==> src/rtl/btn_debounce_multi.sv <==
// N-channel button debouncer: 2-flop sync, stability filter, press/release/long-press pulses.
// Optional auto-repeat of press_pulse after long_press: define BTN_DEBOUNCE_MULTI_AUTO_REPEAT_EN.
module btn_debounce_multi #(
    parameter int unsigned N_CH          = 4,
    parameter int unsigned STABLE_CYCLES = 1048575,
    parameter int unsigned HOLD_CYCLES   = 50000000,
    parameter int unsigned REPEAT_CYCLES = 10000000
) (
    input  logic            clk,
    input  logic            rst,
    input  logic [N_CH-1:0] btn_in,
    output logic [N_CH-1:0] btn_level,
    output logic [N_CH-1:0] press_pulse,
    output logic [N_CH-1:0] release_pulse,
    output logic [N_CH-1:0] long_press
);

    localparam int unsigned SW = $clog2(STABLE_CYCLES + 1);
    localparam int unsigned HW = $clog2(HOLD_CYCLES + 1);
    localparam logic [SW-1:0] StableMax = SW'(STABLE_CYCLES - 1);
    localparam logic [HW-1:0] HoldMax   = HW'(HOLD_CYCLES);

    logic [N_CH-1:0] sync1_q, sync2_q;
    logic [N_CH-1:0] level_q, level_d;
    logic [N_CH-1:0] press_q, press_d;
    logic [N_CH-1:0] release_q, release_d;
    logic [N_CH-1:0] long_q, long_d;
    logic [N_CH-1:0] done_q, done_d;
    logic [SW-1:0]   stable_q [N_CH];
    logic [SW-1:0]   stable_d [N_CH];
    logic [HW-1:0]   hold_q   [N_CH];
    logic [HW-1:0]   hold_d   [N_CH];

`ifdef BTN_DEBOUNCE_MULTI_AUTO_REPEAT_EN
    localparam int unsigned RW = $clog2(REPEAT_CYCLES + 1);
    localparam logic [RW-1:0] RepeatMax = RW'(REPEAT_CYCLES - 1);
    logic [RW-1:0] rep_q [N_CH];
    logic [RW-1:0] rep_d [N_CH];
`endif

    always_comb begin
        for (int i = 0; i < int'(N_CH); i++) begin
            level_d[i]  = level_q[i];
            stable_d[i] = '0;
            if (sync2_q[i] != level_q[i]) begin
                if (stable_q[i] == StableMax) begin
                    level_d[i] = ~level_q[i];
                end else begin
                    stable_d[i] = stable_q[i] + 1'b1;
                end
            end
            press_d[i]   = level_d[i] & ~level_q[i];
            release_d[i] = ~level_d[i] & level_q[i];

            // Hold time counts only across edges where the level stays high.
            hold_d[i] = '0;
            done_d[i] = 1'b0;
            long_d[i] = 1'b0;
            if (level_q[i] && level_d[i]) begin
                hold_d[i] = (hold_q[i] == HoldMax) ? hold_q[i] : hold_q[i] + 1'b1;
                done_d[i] = done_q[i];
                if ((hold_d[i] == HoldMax) && !done_q[i]) begin
                    long_d[i] = 1'b1;
                    done_d[i] = 1'b1;
                end
            end

`ifdef BTN_DEBOUNCE_MULTI_AUTO_REPEAT_EN
            rep_d[i] = '0;
            if (done_q[i] && level_q[i] && level_d[i]) begin
                if (rep_q[i] == RepeatMax) begin
                    press_d[i] = 1'b1;
                end else begin
                    rep_d[i] = rep_q[i] + 1'b1;
                end
            end
`endif
        end
    end

    always_ff @(posedge clk) begin
        if (rst) begin
            sync1_q   <= '0;
            sync2_q   <= '0;
            level_q   <= '0;
            press_q   <= '0;
            release_q <= '0;
            long_q    <= '0;
            done_q    <= '0;
            for (int i = 0; i < int'(N_CH); i++) begin
                stable_q[i] <= '0;
                hold_q[i]   <= '0;
`ifdef BTN_DEBOUNCE_MULTI_AUTO_REPEAT_EN
                rep_q[i]    <= '0;
`endif
            end
        end else begin
            sync1_q   <= btn_in;
            sync2_q   <= sync1_q;
            level_q   <= level_d;
            press_q   <= press_d;
            release_q <= release_d;
            long_q    <= long_d;
            done_q    <= done_d;
            for (int i = 0; i < int'(N_CH); i++) begin
                stable_q[i] <= stable_d[i];
                hold_q[i]   <= hold_d[i];
`ifdef BTN_DEBOUNCE_MULTI_AUTO_REPEAT_EN
                rep_q[i]    <= rep_d[i];
`endif
            end
        end
    end

    assign btn_level     = level_q;
    assign press_pulse   = press_q;
    assign release_pulse = release_q;
    assign long_press    = long_q;

endmodule

==> config.mk <==
export PLATFORM = sky130hd
export DESIGN_NAME = btn_debounce_multi
export DESIGN_NICKNAME = d
export VERILOG_FILES = /design/src/rtl/btn_debounce_multi.sv
export SDC_FILE = /design/constraint.sdc
export NUM_CORES = 1
export LEC_CHECK = 0
export CAP_MARGIN = 25
export CORE_MARGIN = 2
export CORE_UTILIZATION = 53
export DETAILED_ROUTE_END_ITERATION = 8
export DONT_BUFFER_PORTS = 1
export GPL_TIMING_DRIVEN = 0
export PLACE_DENSITY = 0.71
export REMOVE_ABC_BUFFERS = 1
export SYNTH_ARGS = -nofsm -noshare
export SYNTH_HDL_FRONTEND = slang
export SYNTH_SLANG_ARGS = --single-unit
==> constraint.sdc <==
create_clock -name clk -period 2.5 [get_ports clk]
set_clock_uncertainty 0.05 [all_clocks]
set_input_delay 0.25 -clock clk [delete_from_list [all_inputs] [get_ports clk]]
set_output_delay 0.25 -clock clk [all_outputs]
set_load 0.005 [all_outputs]
==> parameters.txt <==
Parameter                              Value

Logic synthesis
  Number of warning messages in the yosys log ... 0
  Area fraction in compound gates after synthesis ... 0.0587
  Post-Synthesis Mean Instance Area ... 8.30 um^2
  Simple logic cell fraction of the synthesized area ... 0.324
  Number of standard cells after synthesis ... 1253
  Netlist area before placement ... 10400 um^2
  Fraction of synthesized area in multiplexers ... 0.0117
  Dominant register cell in the synthesized netlist ... sky130_fd_sc_hd__dfxtp_1
  Share of synthesized flip-flops with an asynchronous set or reset ... 0
  Synth Area in XOR/XNOR ... 0.144
  Combinational family with the most area after synthesis ... simple AND/OR/NAND/NOR gates
  Post-synth EDFFs ... 0
  Synthesis-stage register bit count ... 212
  Sequential cell area fraction in the yosys report ... 0.408
  Synthesized-area fraction occupied by adder cells ... 0.0192
  Count of distinct cell types in the synthesized netlist ... 68

GRT
  Largest net degree at the start of global routing ... 29
  Gr ovfl total ... 0
  Global router's overall resource usage ... 0.196
  Global-route wire length before repair ... 34.7 mm
  Number of antenna violations at the first check in global routing ... 0
  Via count of the first global-routing pass ... 7683

Detailed routing
  DRC ... 0
  Average detailed-routed wire length per instance ... 13.4 um
  Total via count after detailed routing ... 8390
  Avg Vias per Cell ... 5.45
  Count of nets left with antenna violations after detail routing ... 0
  Detailed Routing Iterations Pass 1 ... 5
  Initial drt markers ... 515
  Final wirelength ... 20.6 mm

STA
  Pin slew with the least headroom to its limit ... 746 ps
  Relative max-transition margin ... 0.501
  Peak clock frequency supported by timing ... 413 MHz
  Period Utilization, post-route ... 0.969
  Setup-violating endpoint count in the final report ... 0
  Final critical path time including I/O delays and setup ... 2420 ps
  Final Hold Violating Endpoints ... 0
  Worst hold slack across all endpoints ... 55.1 ps
  Total negative slack for setup checks ... 0 ps
  Max-slew violation total from the final report ... 0

Floorplanning
  Core box area ... 19300 um^2
  Total die area ... 20800 um^2
  Initial Utilization ... 0.538
  Chip height ... 144 um
  Number of rows created at floorplan ... 51
  Die extent in x ... 144 um
  Boundary pin count ... 22

CTS
  H-tree levels ... 1
  CTS root buf ... sky130_fd_sc_hd__clkbuf_16
  CTS tree ... done
  Maximum clock insertion buffer count ... 3
  Clock network latency to the later pin of the worst-skew pair ... 510 ps
  Clock slew at reported path FFs ... 60 ps
  Number of buffers created by CTS ... 23
  Clock sink count ... 212

Worst setup path
  Critical setup path kind ... flop to flop
  Crit path largest cell delay ... 550 ps
  Slowest CP cell ... sky130_fd_sc_hd__or4_1
  Ordered list of cells on the worst path ... nand4_1 > buf_4 > nor4_4 > xnor2_1 > or4_1 > nor4b_2 > and4_1 > o21bai_1
  Maximum fanout count along the critical path ... 4
  CP startpoint kind ... flop
  Arr. time, crit path ... 2810 ps
  Required time worst endpoint ... 2890 ps
  Worst Reg2Reg Path Length in Cells ... 8
  Endpoint class of the critical path ... flop

Min path
  Hold Crit Class ... input port to flop
  Worst hold stages ... 3

Power
  Pleak ... 3.73 nW
  PD cells ... 579 nW/um^2
  VDD IR max ... 0.521 mV

Final layout
  Final #Nets ... 1280
  # diodes ... 0
  Fraction of layout cells with a size suffix above 1 ... 0.122
  Area growth syn-to-layout ... 14.4%
  Number of fill cells in the layout ... 1656
  Post-layout instance area ... 11900 um^2

Place
  Port bufs ... 0
  Half-perimeter wire length after detailed placement ... 13.3 mm
  Instance area after placement ... 10600 um^2
  Final weighted congestion in routability-driven placement ... 0.841

Flow run
  Reported max-cap violation count ... 0

Outcome
  Outcome ... finished clean
-- worst max-delay path: cells and delay by family, from the launching register on --
| kind | cells | cell delay, ps |
|---|---|---|
| AND/OR/NAND/NOR | 5 | 1510 |
| flip-flops | 1 | 370 |
| buffers and inverters | 1 | 200 |
| XOR/XNOR | 1 | 120 |
| AO/OA/AOI/OAI | 1 | 110 |
-- cell usage in the layout (no fill, tap or decap), types with 7 or more instances in the layout --
cell	instances
sky130_fd_sc_hd__clkbuf_16	23
sky130_fd_sc_hd__or3_1	11
sky130_fd_sc_hd__nor4_4	8
sky130_fd_sc_hd__ha_1	13
sky130_fd_sc_hd__nor2_1	229
sky130_fd_sc_hd__nor3_1	35
sky130_fd_sc_hd__and4_1	16
sky130_fd_sc_hd__xor2_1	101
sky130_fd_sc_hd__o21ai_0	21
sky130_fd_sc_hd__and2_1	9
sky130_fd_sc_hd__nand2_1	94
sky130_fd_sc_hd__nand3_1	79
sky130_fd_sc_hd__inv_1	34
sky130_fd_sc_hd__nand4_1	60
sky130_fd_sc_hd__mux2i_1	11
sky130_fd_sc_hd__a21oi_1	25
sky130_fd_sc_hd__dfxtp_4	8
sky130_fd_sc_hd__xnor2_1	69
sky130_fd_sc_hd__dfxtp_1	176
sky130_fd_sc_hd__dfxtp_2	28
sky130_fd_sc_hd__and3_1	20
sky130_fd_sc_hd__nor4_1	7
sky130_fd_sc_hd__buf_4	30
sky130_fd_sc_hd__nor2b_1	16
sky130_fd_sc_hd__clkbuf_1	7
sky130_fd_sc_hd__nand2b_1	13
-- timing repair --
action                                  4_1_cts  5_1_grt
resized for setup                            33       55
endpoints found under the setup margin        7       10
hold buffers                                  5        0
pin swaps                                     7       17
endpoints found under the hold margin        29        0
setup buffers                                12       18
gates cloned                                  0        0
-- cells in the mapped netlist, types with 7 or more instances --
library cell | n | share of area
sky130_fd_sc_hd__dfxtp_1 | 212 | 0.41
sky130_fd_sc_hd__and3_1 | 22 | 0.013
sky130_fd_sc_hd__o21ai_0 | 22 | 0.011
sky130_fd_sc_hd__nor2b_1 | 16 | 0.0096
sky130_fd_sc_hd__and4_1 | 18 | 0.015
sky130_fd_sc_hd__nand4_1 | 60 | 0.036
sky130_fd_sc_hd__mux2i_1 | 11 | 0.011
sky130_fd_sc_hd__ha_1 | 16 | 0.019
sky130_fd_sc_hd__clkbuf_1 | 43 | 0.016
sky130_fd_sc_hd__inv_1 | 34 | 0.012
sky130_fd_sc_hd__xor2_1 | 101 | 0.085
sky130_fd_sc_hd__a21oi_1 | 25 | 0.012
sky130_fd_sc_hd__nor3_1 | 37 | 0.018
sky130_fd_sc_hd__and2_1 | 9 | 0.0054
sky130_fd_sc_hd__nand2_1 | 94 | 0.034
sky130_fd_sc_hd__or4_1 | 7 | 0.0051
sky130_fd_sc_hd__xnor2_1 | 70 | 0.059
sky130_fd_sc_hd__or3_1 | 12 | 0.0072
sky130_fd_sc_hd__nand2b_1 | 13 | 0.0078
sky130_fd_sc_hd__or2_2 | 7 | 0.0042
sky130_fd_sc_hd__nor2_1 | 230 | 0.083
sky130_fd_sc_hd__nand3_1 | 80 | 0.038
sky130_fd_sc_hd__nor4_1 | 15 | 0.0090
sky130_fd_sc_hd__buf_2 | 9 | 0.0043
-- logic make-up (layout without fill, tap and decap cells) --
logic type      after synthesis  after routing
compound gates               94             94
xor+xnor                    171            171
fa+ha+maj                    16             16
buf+inv                      91            112
flops                       212            212
mux                          12             12
simple gates                657            657
-- worst paths after layout --
path | start | to | slack, ps
hold / removal | rst | hold_q[3][10]$_SDFF_PP0_ | 60
setup / recovery | hold_q[2][9]$_SDFF_PP0_ | done_q[2]$_SDFFE_PP0P_ | 80
setup reg to reg | hold_q[2][9]$_SDFF_PP0_ | done_q[2]$_SDFFE_PP0P_ | 80
hold reg to reg | sync1_q[1]$_SDFF_PP0_ | sync2_q[1]$_SDFF_PP0_ | 390
-- registers in the layout (all words and copies together) (netlist names) --
signal and cells:
release_pulse 4, hold_q 104, stable_q 80, sync1_q 4, long_press 4, btn_level 4
done_q 4, sync2_q 4, press_pulse 4
-- stage by stage --
step / cells / util / worst slack [ps] / total power, mW
3_3_place_gp: 1461 / 0.543 / -1780 / 3.49
3_5_place_dp: 1463 / 0.546 / -505 / 3.49
2_1_floorplan: 1196 / - / -501 / 3.48
6_report: 1539 / 0.615 / 76.8 / 6.89
5_1_grt: 1539 / 0.615 / -38.4 / 7.12
4_1_cts: 1521 / 0.599 / 14.2 / 6.97
-- routing by layer --
metal / track usage / up-vias / part of all wire / routed length [um]
li1: - / 4312 / - / -
met1: 0.264 / 3853 / 0.48 / 9830
met2: 0.326 / 181 / 0.46 / 9400
met3: 0.0325 / 44 / 0.045 / 920
met4: 0.0537 / 0 / 0.020 / 414
met5: 0 / - / 0 / 0
-- cell type report --
class / instances / area [um^2] / share of cell area
clock inverter: 7 / 120 / 0.0101
multi-input combinational: 950 / 6050 / 0.508
inverter: 34 / 128 / 0.0107
clock buffer: 34 / 657 / 0.0552
sequential: 212 / 4310 / 0.362
timing repair buffer: 37 / 305 / 0.0257
tap: 265 / 332 / 0.0279
-- power breakdown --
group	internal (mW)	switching, mW
Combinational	0.0125	0.0199
Sequential	3.38	0.00624
Clock	2.13	1.35
Note: power is estimated with default switching activity, not from simulation.
